### config.mk
export PLATFORM = sky130hd
export DESIGN_NAME = handshake_fifo_buffer
export DESIGN_NICKNAME = d
export VERILOG_FILES = /design/src/rtl/handshake_fifo_buffer_pkg.sv /design/src/rtl/handshake_fifo_ptr.sv /design/src/rtl/handshake_fifo_buffer.sv
export SDC_FILE = /design/constraint.sdc
export NUM_CORES = 1
export LEC_CHECK = 0
export ABC_AREA = 1
export BUFFER_PORTS_ARGS = -buffer_cell sky130_fd_sc_hd__buf_2
export CAP_MARGIN = 25
export CORE_ASPECT_RATIO = 1.5
export CORE_UTILIZATION = 53
export CTS_BUF_LIST = sky130_fd_sc_hd__clkbuf_16
export DETAILED_ROUTE_END_ITERATION = 10
export PLACE_DENSITY = 0.73
export SLEW_MARGIN = 20
export SYNTH_ARGS = -nofsm -noshare
export SYNTH_HDL_FRONTEND = slang
export SYNTH_HIERARCHICAL = 1
export SYNTH_SLANG_ARGS = --single-unit
### constraint.sdc
create_clock -name clk -period 4.2 [get_ports clk]
set_input_delay 0.63 -clock clk [delete_from_list [all_inputs] [get_ports clk]]
set_output_delay 0.63 -clock clk [all_outputs]
set_load 0.02 [all_outputs]
### src/rtl/handshake_fifo_buffer_pkg.sv
// Shared handshake helpers: pointer/count width functions and the transfer condition.
package handshake_fifo_buffer_pkg;

  // Width of a pointer that indexes n slots (at least one bit).
  function automatic int ptr_width(input int n);
    return (n > 1) ? $clog2(n) : 1;
  endfunction

  // Width of an occupancy counter that must represent 0..n inclusive.
  function automatic int cnt_width(input int n);
    return $clog2(n + 1);
  endfunction

  // A token moves when valid and ready are both high at the rising edge.
  function automatic logic hs_transfer(input logic valid, input logic ready);
    return valid & ready;
  endfunction

endpackage

### src/rtl/handshake_fifo_ptr.sv
// Modulo-NUM_SLOTS pointer register; wraps from NUM_SLOTS-1 to 0 for any depth.
module handshake_fifo_ptr
  import handshake_fifo_buffer_pkg::*;
#(
  parameter int NUM_SLOTS = 4,
  parameter int WIDTH     = ptr_width(NUM_SLOTS)
) (
  input  logic             clk,
  input  logic             rst,
  input  logic             adv,
  output logic [WIDTH-1:0] ptr
);

  localparam logic [WIDTH-1:0] LAST = WIDTH'(NUM_SLOTS - 1);

  // Advance the pointer on enable, wrapping explicitly at the last slot.
  always_ff @(posedge clk or negedge rst) begin
    if (!rst) begin
      ptr <= {WIDTH{1'b0}};
    end else if (adv) begin
      ptr <= (ptr == LAST) ? {WIDTH{1'b0}} : ptr + WIDTH'(1);
    end
  end

endmodule

### src/rtl/handshake_fifo_buffer.sv
// Opaque elastic FIFO for the handshake fabric: outputs depend only on registered state.
module handshake_fifo_buffer
  import handshake_fifo_buffer_pkg::*;
#(
  parameter int DATA_WIDTH = 32,
  parameter int NUM_SLOTS  = 4
) (
  input  logic                  clk,
  input  logic                  rst,
  input  logic [DATA_WIDTH-1:0] ins,
  input  logic                  ins_valid,
  output logic                  ins_ready,
  output logic [DATA_WIDTH-1:0] outs,
  output logic                  outs_valid,
  input  logic                  outs_ready
);

  localparam int PW = ptr_width(NUM_SLOTS);
  localparam int CW = cnt_width(NUM_SLOTS);
  localparam logic [CW-1:0] FULL = CW'(NUM_SLOTS);

  logic [DATA_WIDTH-1:0] storage [NUM_SLOTS];
  logic [PW-1:0]         wr_ptr;
  logic [PW-1:0]         rd_ptr;
  logic [CW-1:0]         count;
  logic                  en_q;
  logic                  push;
  logic                  pop;

  // Readiness and validity come from registers only, so no input reaches an output.
  assign ins_ready  = en_q & (count != FULL);
  assign outs_valid = (count != {CW{1'b0}});
  assign outs       = storage[rd_ptr];

  assign push = hs_transfer(ins_valid, ins_ready);
  assign pop  = hs_transfer(outs_valid, outs_ready);

  handshake_fifo_ptr #(.NUM_SLOTS(NUM_SLOTS), .WIDTH(PW)) u_wr_ptr (
    .clk (clk),
    .rst (rst),
    .adv (push),
    .ptr (wr_ptr)
  );

  handshake_fifo_ptr #(.NUM_SLOTS(NUM_SLOTS), .WIDTH(PW)) u_rd_ptr (
    .clk (clk),
    .rst (rst),
    .adv (pop),
    .ptr (rd_ptr)
  );

  // Out-of-reset flag: holds ins_ready low until the first edge after release.
  always_ff @(posedge clk or negedge rst) begin
    if (!rst) begin
      en_q <= 1'b0;
    end else begin
      en_q <= 1'b1;
    end
  end

  // Token storage: cleared on reset, written only at the write pointer on push.
  always_ff @(posedge clk or negedge rst) begin
    if (!rst) begin
      for (int i = 0; i < NUM_SLOTS; i++) begin
        storage[i] <= {DATA_WIDTH{1'b0}};
      end
    end else if (push) begin
      storage[wr_ptr] <= ins;
    end
  end

  // Occupancy: up on push only, down on pop only, hold when both or neither.
  always_ff @(posedge clk or negedge rst) begin
    if (!rst) begin
      count <= {CW{1'b0}};
    end else begin
      case ({push, pop})
        2'b10:   count <= count + CW'(1);
        2'b01:   count <= count - CW'(1);
        default: count <= count;
      endcase
    end
  end

endmodule

==> results of run 1 <==
-- flip-flops by register name (all words and copies together) (netlist names) --
register      cells
storage         128
u_wr_ptr/ptr      2
en_q              1
u_rd_ptr/ptr      2
count             3
-- worst paths after layout --
| kind | startpoint | to | depth (start not counted) |
|---|---|---|---|
| worst max-delay path | u_rd_ptr/ptr[0] | outs[8] | 4 |
| min in group clk | storage[66] | storage[66] | 2 |
| max in group asynchronous | rst | storage[45] | 2 |
| worst min-delay path | rst | storage[126] | 1 |
| worst min register to register | storage[66] | storage[66] | 2 |
| worst max register to register | count[0] | storage[84] | 6 |
-- area by class of cell --
cell class	instances	area share
antenna	2	0.000671
clock buffer	17	0.0571
clock inverter	15	0.0153
inverter	13	0.00654
multi-input combinational	584	0.371
sequential	136	0.457
tap	153	0.0257
timing repair buffer	85	0.0675
-- power by group through the flow --
stage	Clock (µW)	Sequential [µW]	Combinational, µW
floorplan	0	2160	1960
global placement	0	2220	2720
detailed placement	0	2240	2800
CTS	1370	2230	2830
global route	1440	2310	3160
finish	1360	2250	2870
-- through the flow --
| stage | setup slack [ps] | hold WS, ps | std cells | total power, µW |
|---|---|---|---|---|
| 4_1_cts | 1230 | 133 | 1002 | 6440 |
| 6_report | 1420 | 133 | 1005 | 6480 |
| 2_1_floorplan | 1850 | 334 | 805 | 4120 |
| 3_5_place_dp | 1790 | 461 | 970 | 5050 |
| 5_1_grt | 1340 | 155 | 1004 | 6910 |
| 3_3_place_gp | 1860 | 456 | 970 | 4940 |
-- cell usage in the layout, fill, tap and decap left out, types with 2 or more instances in the layout --
master,synthesis,layout
buf_2,16,67
buf_4,0,16
clkbuf_16,0,17
clkinv_1,1,4
clkinv_2,0,3
clkinvlp_4,0,6
dfrtp_1,136,135
diode_2,0,2
ha_1,3,3
inv_1,12,13
nand2_1,274,274
nand4_1,132,132
nor2_1,70,67
nor2_2,0,3
o21ai_0,65,65
o22ai_1,32,32
-- metal layers --
layer | vias to the layer above | global-route usage
met4 | 0 | 0.161
met3 | 43 | 0.0596
met1 | 3050 | 0.383
met2 | 287 | 0.512
met5 | - | 0
li1 | 2827 | -
-- cells in the mapped netlist --
library cell | number | area share
xnor2_1 | 1 | 0.0014
buf_2 | 16 | 0.012
nand4_1 | 132 | 0.13
a21oi_1 | 2 | 0.0015
inv_1 | 12 | 0.0069
nand2_1 | 274 | 0.16
dfrtp_1 | 136 | 0.52
buf_1 | 6 | 0.0035
or2_2 | 1 | 0.00096
conb_1 | 1 | 0.00058
clkbuf_1 | 50 | 0.029
o22ai_1 | 32 | 0.031
nor2_1 | 70 | 0.041
clkinv_1 | 1 | 0.00058
a21boi_0 | 1 | 0.0012
o21ai_0 | 65 | 0.050
fa_1 | 1 | 0.0031
xor2_1 | 1 | 0.0014
ha_1 | 3 | 0.0058
-- kinds of logic after synthesis --
logic type | after synthesis | share of synthesized area
other | 1 | 0.000578
flip-flops | 136 | 0.525
AO/OA/AOI/OAI | 100 | 0.0837
adder cells (fa/ha/maj) | 4 | 0.00887
XOR/XNOR | 2 | 0.00270
buffers and inverters | 85 | 0.0523
AND/OR/NAND/NOR | 477 | 0.327
==> flow_metrics.tcl, run 1 <==
set metrics [dict create \
    wl_met1_um 7390 \
    critPathMaxStageDelay_ps 530 \
    pwr-share-clk 0.210 \
    maxSlewViolCount 0 \
    worst_setup_path_end_kind "output pin" \
    remaining_drc_errors 0 \
    die_h_um 138 \
    critPathKind "register to output pin" \
    power_leakage_uw 0.00380 \
    max_freq_mhz 359 \
    grt_pass1_wl_um 30200 \
    outcome "complete, no violations" \
    layout.nets 877 \
    drive_gt1_frac 0.140 \
    antenna_left 0 \
    top_layer "met4" \
    cts_sinks 136 \
    hold_class "input pin to async pin" \
    startpoint_type "register" \
    track_usage 0.309 \
    clock-root-buffer "clkbuf_16" \
    wl_met2_um 9580 \
    start_util 0.543 \
    postCtsHoldBufs 0 \
    syn_area_um2 6490 \
    area_delta_synth_final_pct 14.9 \
    ios 70 \
    grt_max_degree 111 \
    relSlewSlack 0.486 \
    clkLatencyLatePin_ps 420 \
    cp_top_family "buffers and inverters" \
    critPathMaxFanout 67 \
    hpwl_um 9820 \
    vias 6207 \
    synth_seq_cells 136 \
    fin_crit_sh 0.663 \
    multi_input_area_um2 2760 \
    cp_slowest_cell "buf_4" \
    chipWidth_um 92.3 \
    intPower_uw 3620 \
    viasPerCell 6.18 \
    finalClockSkew_ps 6.49 \
    drt-initial-drc-count 620 \
    io_buffers 69 \
    swShare 0.442 \
    path_buf_inv 2 \
    cts_buffer_depth 2 \
    rrSetupSlack_ps 1910 \
    crit_arrival_ps 2150 \
    tightestPinTransition_ps 772 \
    pwr-share-seq 0.347 \
    crit_chain "buf_4 > o21ai_0 > o22ai_1 > buf_2" \
    hold_viol_final 0 \
    synth_area_per_cell_um2 8.06 \
    design_area_um2 7460 \
    place_congestion 0.792 \
    fp.coreArea_um2 12000 \
    cts_tree "yes" \
    clk_pin_slew_ps 60 \
    ctsResizeCount 0 \
    grt-ovfl-total 0 \
    post_cts_buffers 0 \
    seqCellArea_um2 3400 \
    rsz0062_at_grt "false" \
    vdd_drop_max_uv 543 \
    fillers 1064 \
    synth_warnings 6 \
    first_pass_iters 6 \
    report.final.setup_viol 0 \
    dieArea_um2 12700 \
    cts_max_level 4 \
    cap_violations 0 \
    powerDensity_nw_per_um2 869 \
    antenna_found_initial 1 \
    finalWirelength_um 18800 \
    combPwrFrac 0.443 \
    post-route-util 0.624 \
    yosysSeqAreaShare 0.525 \
    synthCells 805 \
    wire_per_inst_um 18.7 \
    wl_met3_um 1350 \
    postSynthNetCount 845 \
    yosysUniqueCellTypes 19 \
    grt_pass1_vias 6103 \
    required_ps 3570 \
    rows 49 \
    min_period_ps 2780 \
    p_switching_uw 2860 \
    tns_ps 0 \
    cts_buffers 17 \
    dpl_cell_area_um2 6880 \
]
No activity file was read; power rests on OpenSTA's default activity.
==> inputs of run 2 (changes only) <==
--- a/config.mk
+++ b/config.mk
@@ -5,7 +5,7 @@
 export SDC_FILE = /design/constraint.sdc
 export NUM_CORES = 1
 export LEC_CHECK = 0
-export ABC_AREA = 1
+export ABC_AREA = 0
 export BUFFER_PORTS_ARGS = -buffer_cell sky130_fd_sc_hd__buf_2
 export CAP_MARGIN = 25
 export CORE_ASPECT_RATIO = 1.5
==> constraint.sdc (replaced) <==
create_clock -name clk -period 2.7 [get_ports clk]
set_input_delay 0.405 -clock clk [delete_from_list [all_inputs] [get_ports clk]]
set_output_delay 0.405 -clock clk [all_outputs]
set_load 0.02 [all_outputs]
==> run 2 against run 1 <==
  * The flow now finishes with violations (hold timing)
  * Clock power up 52%
  * Global-route usage shrank 9.1 points
  * Combinational power is 36% higher
  * Final cell count decreased by 42%
  * Utilization up 2.1 points
  * Die area shrank 6.6%
  * Sequential cell count stayed put
  * Clock skew rose by 0.77 ps
  * First-iteration DRC count decreased by 82%
  * Sequential share of layout area is 2.1 points higher
  * Design area shrank 4.4%
  * Area after synthesis decreased by 6.7%
  * Critical path type unchanged
  * Highest routed layer unchanged
==> flow_metrics.tcl, run 2 <==
set metrics [dict create \
    outcome "finished, violations left" \
    violations "hold timing" \
    crit_arrival_ps 2040 \
    synth_top_area_frac 0.562 \
    synth_top_area_cell "dfrtp_1" \
    critPathMaxFanout 24 \
    post-route-util 0.645 \
    critPathKind "register to output pin" \
    hold_viol_final 4 \
    startpoint_type "register" \
    synth_warnings 6 \
    top_register "storage" \
    synth_most_common_cell "dfrtp_1" \
    instances_no_fill 584 \
    required_ps 2300 \
    startpoint "u_rd_ptr/ptr[1]" \
    largest_reg_flops 128 \
    grt-ovfl-total 0 \
    tightestPinTransition_ps 846 \
    grt_max_degree 71 \
    first_pass_iters 4 \
    synth_area_per_cell_um2 17.4 \
    rows 47 \
    cts_tree "yes" \
    tns_ps 0 \
    report.final.setup_viol 0 \
    fp.coreArea_um2 11100 \
    final_common_cell "dfrtp_1" \
    wire_per_inst_um 19.3 \
    postSynthNetCount 388 \
    r2r_start "count[2]" \
    synthArstFlopShare 1.00 \
    reg2reg_to "storage[3]" \
    clk_pin_slew_ps 50 \
    clock-root-buffer "clkbuf_16" \
    drt-initial-drc-count 114 \
    top_regs "storage: 128 flops, count: 3 flops" \
    rrSetupSlack_ps 380 \
    synth-main-ff-cell "dfrtp_1" \
    dp.cells 557 \
    die_h_um 133 \
    holdWs_ps -3.73 \
    insertedDiodeCount 0 \
    hold_class "input pin to async pin" \
    clkLatencyLatePin_ps 400 \
    cts_buffers 17 \
    powerDensity_nw_per_um2 1360 \
    remaining_drc_errors 0 \
    cap_violations 0 \
    area_delta_synth_final_pct 17.8 \
    worst_setup_path_end_kind "output pin" \
    power_leakage_uw 0.00325 \
    viasPerCell 5.47 \
    cts_sinks 136 \
    cts_max_level 4 \
    yosysUniqueCellTypes 25 \
    ctsResizeCount 0 \
    total_power_uw 9690 \
    layout.nets 469 \
    io_buffers 69 \
    start_util 0.547 \
    place_congestion 0.769 \
    antenna_left 0 \
    post_cts_buffers 0 \
    synth_seq_cells 136 \
    fin_crit_sh 0.905 \
    rsz0062_at_grt "false" \
    synthCells 348 \
    syn_area_um2 6050 \
    relSlewSlack 0.433 \
    antenna_found_initial 0 \
    track_usage 0.218 \
    ios 70 \
    dieArea_um2 11900 \
    finalClockSkew_ps 7.25 \
    max_freq_mhz 409 \
    layout_common_cells "dfrtp_1, mux2_2, buf_2, mux4_2, mux2_4" \
    cts_buffer_depth 2 \
    vdd_drop_max_uv 789 \
    synth_enable_flop_cells 0 \
    grt_pass1_wl_um 19000 \
    hpwl_um 7350 \
    vias 3193 \
    yosys-top-cells-count "dfrtp_1, mux2_2, mux4_2" \
    grt_pass1_vias 3734 \
    drive_gt1_frac 0.629 \
    maxSlewViolCount 0 \
    postCtsHoldBufs 0 \
    yosys-top-cells-area "dfrtp_1, mux2_2, mux4_2" \
    min_period_ps 2440 \
    chipWidth_um 89.3 \
    finalWirelength_um 11300 \
    r2r_cells 4 \
    yosysSeqAreaShare 0.562 \
]
-- run 2: kinds of logic after synthesis --
| logic type | Yosys count | share of synthesized area |
|---|---|---|
| mux | 165 | 0.385 |
| flops | 136 | 0.562 |
| buf+inv | 24 | 0.0213 |
| simple gates | 15 | 0.0170 |
| fa+ha+maj | 4 | 0.00951 |
| xor+xnor | 3 | 0.00434 |
| other cells | 1 | 0.000620 |
-- run 2: layout make-up --
type / instances / area [µm²]
tap: 147 / 184
multi-input combinational: 188 / 2540
sequential: 136 / 3410
clock buffer: 17 / 425
fill: 820 / 3930
clock inverter: 10 / 92.6
inverter: 4 / 15.0
timing repair buffer: 82 / 462
-- run 2: how the worst max path moves through the flow --
stage                  end  slack [ps]
3_3_place_gp   storage[21]         390
2_1_floorplan     count[2]         740
4_1_cts           outs[14]         220
6_report          outs[26]         260
5_1_grt           outs[14]         150
3_5_place_dp    storage[5]         340
-- run 2: per-layer routing --
metal,track usage,vias to the layer above,wire (µm)
li1,-,1440,-
met1,0.262,1680,4660
met2,0.374,59,6040
met3,0.0518,14,386
met4,0.0811,0,179
met5,0,-,0
-- run 2: power breakdown --
group	internal, µW	switching [µW]
clock	1310	766
combinational	2210	1680
sequential	3070	660
-- run 2: critical path, stage by stage (launching register included) --
cell and delay (ps):
dfrtp_2 770, buf_4 340, mux4_2 330, buf_2 180
-- run 2: per-stage QoR --
step	area [µm²]	setup WS (ps)
global placement	6610	386
finish	7130	256
floorplan	6050	737
detailed placement	6610	339
CTS	7130	219
global route	7130	150
==> inputs of run 3 (changes only) <==
==> constraint.sdc (replaced) <==
create_clock -name clk -period 2.6 [get_ports clk]
set_input_delay 0.39 -clock clk [delete_from_list [all_inputs] [get_ports clk]]
set_output_delay 0.39 -clock clk [all_outputs]
set_load 0.02 [all_outputs]
==> run 3 against run 2 <==
  * The run still ends with hold timing left
  * Critical path type unchanged
  * Utilization increased by 1.3 points
  * Worst hold slack got worse by 9.4 ps
  * Clock power increased by 21%
  * Count of clock-buffer cells in the layout unchanged
  * Largest power group unchanged
  * Total power increased by 8.0%
  * Sequential power increased by 4%
  * Largest cell class unchanged
  * Highest routed layer unchanged
  * Register-to-register slack got worse by 90 ps
  * Critical endpoint is now outs[27]
==> flow_metrics.tcl, run 3 (synthesized netlist as in run 2, its figures left out) <==
set metrics [dict create \
    start_util 0.547 \
    required_ps 2210 \
    grt-ovfl-total 0 \
    clock-root-buffer "clkbuf_16" \
    top_register "storage" \
    dieArea_um2 11900 \
    r2r_start "count[2]" \
    fillers 804 \
    place_worst_setup_slack_ps 259 \
    remaining_drc_errors 0 \
    rsz0062_at_grt "false" \
    cts_sinks 136 \
    fp.coreArea_um2 11100 \
    chipWidth_um 89.3 \
    cts_buffers 17 \
    violations "hold timing" \
    tightestPinTransition_ps 807 \
    grt_pass1_vias 3769 \
    reg2reg_to "storage[23]" \
    r2r_cells 4 \
    vdd_drop_max_uv 793 \
    fin_ws_ps 156 \
    antenna_found_initial 0 \
    finalClockSkew_ps 6.63 \
    layout.nets 470 \
    clk_pin_slew_ps 60 \
    io_buffers 69 \
    antenna_left 0 \
    largest_reg_flops 128 \
    max_freq_mhz 409 \
    critPathMaxFanout 24 \
    post_cts_buffers 0 \
    min_period_ps 2440 \
    dpl_cell_area_um2 6640 \
    relSlewSlack 0.459 \
    outcome "finished, violations left" \
    hold_viol_final 9 \
    worst_setup_path_end_kind "output pin" \
    crit_chain "buf_4 > mux4_2 > buf_2" \
    postCtsHoldBufs 0 \
    cts_tree "yes" \
    critPathKind "register to output pin" \
    path_buf_inv 2 \
    track_usage 0.218 \
    report.final.setup_viol 0 \
    area_delta_synth_final_pct 20.2 \
    grt_max_degree 74 \
    startpoint_type "register" \
    rrSetupSlack_ps 290 \
    top_regs "storage: 128 flops, count: 3 flops" \
    ctsResizeCount 0 \
    final_common_cell "dfrtp_1" \
    powerDensity_nw_per_um2 1440 \
    viasPerCell 5.63 \
    cts_max_level 4 \
    ios 70 \
    vias 3319 \
    hpwl_um 7360 \
    cap_violations 0 \
    maxSlewViolCount 0 \
    fin_crit_sh 0.940 \
    crit_arrival_ps 2050 \
    place_congestion 0.761 \
    finalWirelength_um 11500 \
    die_h_um 133 \
    cts_buffer_depth 2 \
    drt-initial-drc-count 130 \
    post-route-util 0.658 \
    rows 47 \
    cp_top_family "flip-flops" \
    first_pass_iters 4 \
    layout_common_cells "dfrtp_1, mux2_2, buf_2, mux4_2, mux2_4" \
    power_leakage_uw 0.00330 \
    clkLatencyLatePin_ps 410 \
    drive_gt1_frac 0.646 \
    wire_per_inst_um 19.6 \
    insertedDiodeCount 0 \
    holdWs_ps -13.2 \
    grt_pass1_wl_um 19000 \
    tns_ps 0 \
    cp_slowest_cell "dfrtp_2" \
    hold_class "input pin to async pin" \
    critPathMaxStageDelay_ps 790 \
    design_area_um2 7270 \
]
[run 3: cell types whose count changed in the layout (fill, tap and decap cells not counted)]
cell and change:
clkinvlp_4 +3, bufinv_16 +2, clkinv_4 +6, inv_1 -2, clkinv_2 -1, buf_4 -1, clkinv_1 -3, buf_12 +2
[run 3: per-layer routing]
layer	global-route usage	routed length, µm	part of all wire	vias up
met2	0.360	6160	0.53	63
met4	0.0723	182	0.016	0
met3	0.0705	440	0.038	14
li1	-	-	-	1458
met5	0	0	0	-
met1	0.270	4760	0.41	1784
[run 3: report_power, final]
part | leakage [µW] | internal (µW) | switching, µW | total, µW
Sequential | 0.00163 | 3180 | 704 | 3890
Clock | 0.000297 | 1610 | 903 | 2510
Combinational | 0.00137 | 2320 | 1750 | 4070
Total | 0.00330 | 7110 | 3360 | 10500
[run 3: cell type report]
class                      count  area (µm²)  area share
multi-input combinational    188        2540       0.350
clock inverter                15         204      0.0280
sequential                   136        3410       0.468
timing repair buffer          83         494      0.0680
clock buffer                  17         425      0.0585
tap                          147         184      0.0253
inverter                       4        15.0     0.00206
[run 3: worst register-to-register path, stage by stage (launching register included)]
cell	delay, ps
dfrtp_1	400
nor3b_2	220
nor3_2	690
buf_4	480
mux2_2	400
[run 3: per-stage QoR]
stage	instances	power, µW
finish	590	10500
global placement	558	7830
floorplan	348	6820
global route	590	11000
CTS	590	10600
detailed placement	558	8020
[run 3: worst max-delay path by stage]
| stage | slack [ps] | to | cells after the start | from |
|---|---|---|---|---|
| after floorplan | 640 | count[2] | 8 | count[0] |
| final | 160 | outs[27] | 3 | u_rd_ptr/ptr[1] |
| after global placement | 350 | storage[21] | 4 | count[2] |
| after CTS | 130 | outs[27] | 3 | u_rd_ptr/ptr[1] |
| after global routing | 90 | outs[27] | 3 | u_rd_ptr/ptr[1] |
| after detailed placement | 260 | storage[23] | 4 | count[2] |
